## config.mk

```make
export PLATFORM = sky130hd
export DESIGN_NAME = uart_rx_fifo_feeder
export DESIGN_NICKNAME = d
export VERILOG_FILES = /design/src/rtl/uart_rx_fifo_feeder.sv
export SDC_FILE = /design/constraint.sdc
export NUM_CORES = 1
export LEC_CHECK = 0
export CORE_UTILIZATION = 35
export DETAILED_ROUTE_END_ITERATION = 10
export GPL_TIMING_DRIVEN = 0
export PLACE_DENSITY = 0.62
export SLEW_MARGIN = 20
export SYNTH_ARGS = -nofsm -noshare
export SYNTH_HDL_FRONTEND = slang
export SYNTH_SLANG_ARGS = --single-unit
export TNS_END_PERCENT = 30
```

## constraint.sdc

```tcl
create_clock -name clk -period 2.1 [get_ports clk]
set_input_delay 0.525 -clock clk [delete_from_list [all_inputs] [get_ports clk]]
set_output_delay 0.525 -clock clk [all_outputs]
set_load 0.02 [all_outputs]
```

## src/rtl/uart_rx_fifo_feeder.sv

```systemverilog
// UART receiver: 2-flop rx sync, 16x oversampling tick generator and
// start/data/stop deframer writing each received word into a downstream FIFO.
module uart_rx_fifo_feeder #(
   parameter int DBIT    = 8,
   parameter int SB_TICK = 16,
   parameter int DVSR    = 163,
   parameter int DVSR_W  = 8
) (
   input  logic            clk,
   input  logic            reset,
   input  logic            rx,
   input  logic            full,
   output logic            wr,
   output logic [DBIT-1:0] wdata,
   output logic            frame_err,
   output logic            overrun,
   output logic            busy
);

   localparam int NW = $clog2(DBIT);

   localparam logic [2:0] IDLE  = 3'd0;
   localparam logic [2:0] START = 3'd1;
   localparam logic [2:0] DATA  = 3'd2;
   localparam logic [2:0] STOP  = 3'd3;
   localparam logic [2:0] BRK   = 3'd4;

   logic              rx_meta_q, rx_meta_d, rx_s_q, rx_s_d;
   logic [DVSR_W-1:0] cnt_q, cnt_d;
   logic              tick;
   logic [2:0]        state_q, state_d;
   logic [4:0]        s_q, s_d;
   logic [NW-1:0]     n_q, n_d;
   logic [DBIT-1:0]   b_q, b_d;
   logic              wr_q, wr_d, fe_q, fe_d, ov_q, ov_d, busy_q, busy_d;

   assign tick = (cnt_q == DVSR_W'(DVSR - 1));

   always_comb begin
      rx_meta_d = rx;
      rx_s_d    = rx_meta_q;
      cnt_d     = tick ? '0 : cnt_q + 1'b1;
      state_d   = state_q;
      s_d       = s_q;
      n_d       = n_q;
      b_d       = b_q;
      wr_d      = 1'b0;
      fe_d      = 1'b0;
      ov_d      = 1'b0;
      case (state_q)
         // Start edge is checked every clk so back-to-back frames are not missed.
         IDLE: if (!rx_s_q) begin
            state_d = START;
            s_d     = '0;
         end
         START: if (tick) begin
            if (s_q == 5'd7) begin
               if (!rx_s_q) begin
                  state_d = DATA;
                  s_d     = '0;
                  n_d     = '0;
               end else begin
                  state_d = IDLE;
               end
            end else begin
               s_d = s_q + 1'b1;
            end
         end
         DATA: if (tick) begin
            if (s_q == 5'd15) begin
               s_d = '0;
               b_d = {rx_s_q, b_q[DBIT-1:1]};
               if (n_q == NW'(DBIT - 1)) state_d = STOP;
               else                      n_d = n_q + 1'b1;
            end else begin
               s_d = s_q + 1'b1;
            end
         end
         STOP: if (tick) begin
            if (s_q == 5'(SB_TICK - 1)) begin
               if (rx_s_q) begin
                  wr_d    = !full;
                  ov_d    = full;
                  state_d = IDLE;
               end else begin
                  fe_d    = 1'b1;
                  state_d = BRK;
               end
            end else begin
               s_d = s_q + 1'b1;
            end
         end
         // A held-low line must return high before another start is accepted.
         BRK: if (rx_s_q) state_d = IDLE;
         default: state_d = IDLE;
      endcase
      busy_d = (state_d != IDLE);
   end

   always_ff @(posedge clk or posedge reset) begin
      if (reset) begin
         rx_meta_q <= 1'b1;
         rx_s_q    <= 1'b1;
         cnt_q     <= '0;
         state_q   <= IDLE;
         s_q       <= '0;
         n_q       <= '0;
         b_q       <= '0;
         wr_q      <= 1'b0;
         fe_q      <= 1'b0;
         ov_q      <= 1'b0;
         busy_q    <= 1'b0;
      end else begin
         rx_meta_q <= rx_meta_d;
         rx_s_q    <= rx_s_d;
         cnt_q     <= cnt_d;
         state_q   <= state_d;
         s_q       <= s_d;
         n_q       <= n_d;
         b_q       <= b_d;
         wr_q      <= wr_d;
         fe_q      <= fe_d;
         ov_q      <= ov_d;
         busy_q    <= busy_d;
      end
   end

   assign wr        = wr_q;
   assign wdata     = b_q;
   assign frame_err = fe_q;
   assign overrun   = ov_q;
   assign busy      = busy_q;

endmodule

```

==> flow_summary.ini, run 1 <==
[cells_and_area]
diodes = 0
nNetsFinal = 211
final_util_pct = 47.9
area_growth_pct = 27.7
regArea_um2 = 828
drive_above_1_share_pct = 20.5
layout.cells.non_filler = 252
multi_input_area_um2 = 845
fill_cells = 419

[drt]
vias = 1258
wire_per_inst_um = 13.1
first_pass_iters = 4
wirelength_mm = 3.30
drtIter0Drc = 30
drc = 0
ant_nets = 0
via_per_inst = 4.99

[critical_path]
arrival_ps = 2230
critPathMaxFanout = 5
crit_chain = ha_4 -> and3_4 -> ha_2 -> nand2b_1 -> o31a_1 -> or3_4 -> mux2_4
worst-endpoint-required_ps = 2270
cp-start-kind = register
slowest_stage = dfrtp_1
slowest_delay_ps = 400
worst_setup_path_end_kind = register
worstSetupPathType = reg -> reg
startpoint = s_q[1]$_DFFE_PP0P_
reg2reg_from = s_q[1]$_DFFE_PP0P_

[worst_hold_path]
min_path_type = reg -> reg
min_from = rx_meta_q$_DFF_PP1_

[die]
design.core.area_mm2 = 0.00450
die_area_mm2 = 0.00511
pin_count = 16
die_h_um = 71.5
start_util_pct = 37.5
fp.dieW_um = 71.5
num_rows = 24

[synthesis]
ys_seq_area_share_pct = 49.0
synth_edf_count = 0
netlist.area_leader.share_pct = 45.9
synth.largest_area_cell = dfrtp_1
syn-num-nets = 178
ys_dominant_reg_cell = dfrtp_1
synth_cells = 166
ys_types = 44
synth_area_per_cell_um2 = 10.2
synthesis.area_mm2 = 0.00169
yosysWarnings = 0
synthTopCellsByArea = dfrtp_1, nand2_1, ha_1, dfstp_2, nor2_1
async_flop_share_pct = 100
synth_most_common_cell = nand2_1
synth_seq_cells = 33
synth_common_cells = nand2_1, dfrtp_1, nor2_1

[placed_design]
hpwl_mm = 2.11
dp_cells = 233
gp_congestion = 0.795
portBuffers = 15

[timing]
max_freq_ghz = 0.485
setup_viol = 0
finalCritPeriodShare_pct = 98.2
tightest_slew_ps = 693
fin_crit_ps = 2060
tns_ps = 0
clock_skew_ps = 5.39
hold_viol_final = 0
max_slew_margin_pct = 53.7
final-max-slew-violation-count = 0
rsz0062_at_grt = true

[pwr]
p_sw_share_pct = 19.3
ir_drop_uv = 410
p_leak_nw = 0.975
power.switching_uw = 247
seqPwrFrac_pct = 50.1
p_per_area_mw_per_mm2 = 592
p_comb_share_pct = 1.6
p_clk_share_pct = 48.2
p_int_mw = 1.03

[clock_network]
clockBufferDepth = 2
cts_tree = yes
cts.clk_slew.worst_paths_ps = 70
clock-sinks = 33
cts_root_buf = clkbuf_8
numCtsBuffers = 5
htreeDepth = 2
clkLatencyLatePin_ps = 280

[grt]
gr-usage-all-layers_pct = 14.5
grt_pass1_vias = 1220
grt_max_degree = 34
grt_pass1_wl_mm = 5.71
gr-total-overflow = 0
antenna_found_initial = 0

[run]
drv_cap = 0

[outcome]
outcome = completed
cell families after synthesis:
family | after synthesis | synth area share (%)
AND/OR/NAND/NOR | 80 | 25.3
flip-flops | 33 | 49.0
AO/OA/AOI/OAI | 21 | 9.99
buffers and inverters | 14 | 4.00
adder cells (fa/ha/maj) | 8 | 5.92
XOR/XNOR | 6 | 3.11
multiplexers | 4 | 2.66
per-stage QoR:
step	instance area [um2]	hold slack (ps)	power [mW]	setup WS, ps
global route	2160	370	1.34	-57.6
floorplan	1700	345	0.664	16.5
global placement	1910	346	0.675	-228
finish	2160	363	1.28	37.7
CTS	2100	361	1.29	-5.77
detailed placement	1910	351	0.675	-235
cells in the final DEF (no fill, tap or decap), types with 2 or more instances in the layout:
| cell | count |
|---|---|
| nand4_1 | 2 |
| nor2b_1 | 2 |
| nor2_1 | 10 |
| mux2i_1 | 3 |
| clkbuf_1 | 4 |
| nand3_1 | 5 |
| nor3_1 | 4 |
| ha_4 | 2 |
| buf_4 | 11 |
| clkbuf_8 | 6 |
| nand3b_1 | 3 |
| and3_4 | 2 |
| dfrtp_1 | 31 |
| nand2_2 | 3 |
| a21oi_1 | 4 |
| clkdlybuf4s50_1 | 15 |
| xor2_1 | 2 |
| a31oi_1 | 2 |
| ha_1 | 5 |
| xnor2_1 | 4 |
| dfstp_2 | 2 |
| a221o_1 | 2 |
| and3_1 | 2 |
| inv_1 | 8 |
| nand2b_1 | 2 |
| nand2_1 | 34 |
| o21ai_0 | 4 |
critical path, delay by kind of cell (launching register included):
family	cells	cell delay (ps)
compound gates	1	240
fa+ha+maj	2	370
flops	1	400
mux	1	300
simple gates	3	640
path summary, 6_finish.rpt:
kind,to,slack (ps),cells after the start
worst max-delay path,n_q[0]$_DFFE_PP0P_,40,7
worst min-delay path,rx_s_q$_DFF_PP1_,360,0
worst max register to register,n_q[0]$_DFFE_PP0P_,40,7
worst min register to register,rx_s_q$_DFF_PP1_,360,0
max in group asynchronous,s_q[4]$_DFFE_PP0P_,980,2
min in group asynchronous,cnt_q[6]$_DFF_PP0_,670,2
power by group through the flow:
stage | Combinational, mW | Clock, mW | Sequential [mW]
after floorplan | 0.0116 | 0 | 0.652
after global routing | 0.0250 | 0.670 | 0.641
after global placement | 0.0220 | 0 | 0.653
after CTS | 0.0224 | 0.627 | 0.641
after detailed placement | 0.0224 | 0 | 0.653
final | 0.0211 | 0.617 | 0.641
cell type report:
type                    count  share of cell area, %
plain buffers               5                   1.74
clock inverters             1                   1.39
repair buffers             26                   10.8
inverters                   9                   1.57
multi-input cells         119                   39.1
well taps                  52                   3.01
clock buffers               7                   4.00
flip-flops and latches     33                   38.4
flip-flops by register name (all words and copies together) (netlist names):
signal     flops
rx_s_q         1
rx_meta_q      1
cnt_q          8
state_q        3
wr             1
overrun        1
busy           1
frame_err      1
s_q            5
wdata          8
n_q            3
repair_timing:
action,CTS,global route
pin swaps,2,7
gates resized for setup,3,6
endpoints found under the setup margin,6,5
buffers inserted,7,4
hold buffers,0,0
layer usage:
layer | wire length, um | part of all wire, % | global-route usage, %
met5 | 0 | 0 | 0
met4 | 40 | 1.2 | 4.58
met3 | 114 | 3.5 | 5.06
met2 | 1500 | 46 | 22.8
met1 | 1640 | 50 | 19.0
No activity file was read; power rests on OpenSTA's default activity.
==> run 2, diff against run 1 <==
--- a/config.mk
+++ b/config.mk
@@ -8,6 +8,7 @@
 export CORE_UTILIZATION = 35
 export DETAILED_ROUTE_END_ITERATION = 10
 export GPL_TIMING_DRIVEN = 0
+export HOLD_SLACK_MARGIN = 0.03
 export PLACE_DENSITY = 0.62
 export SLEW_MARGIN = 20
 export SYNTH_ARGS = -nofsm -noshare
==> constraint.sdc (replaced) <==
create_clock -name clk -period 2.1 [get_ports clk]
set_input_delay 0.525 -clock clk [delete_from_list [all_inputs] [get_ports clk]]
set_output_delay 0.525 -clock clk [all_outputs]
set_load 0.005 [all_outputs]
==> results of run 2 <==
Final layout, timing and power as in run 1 (identical DEF).
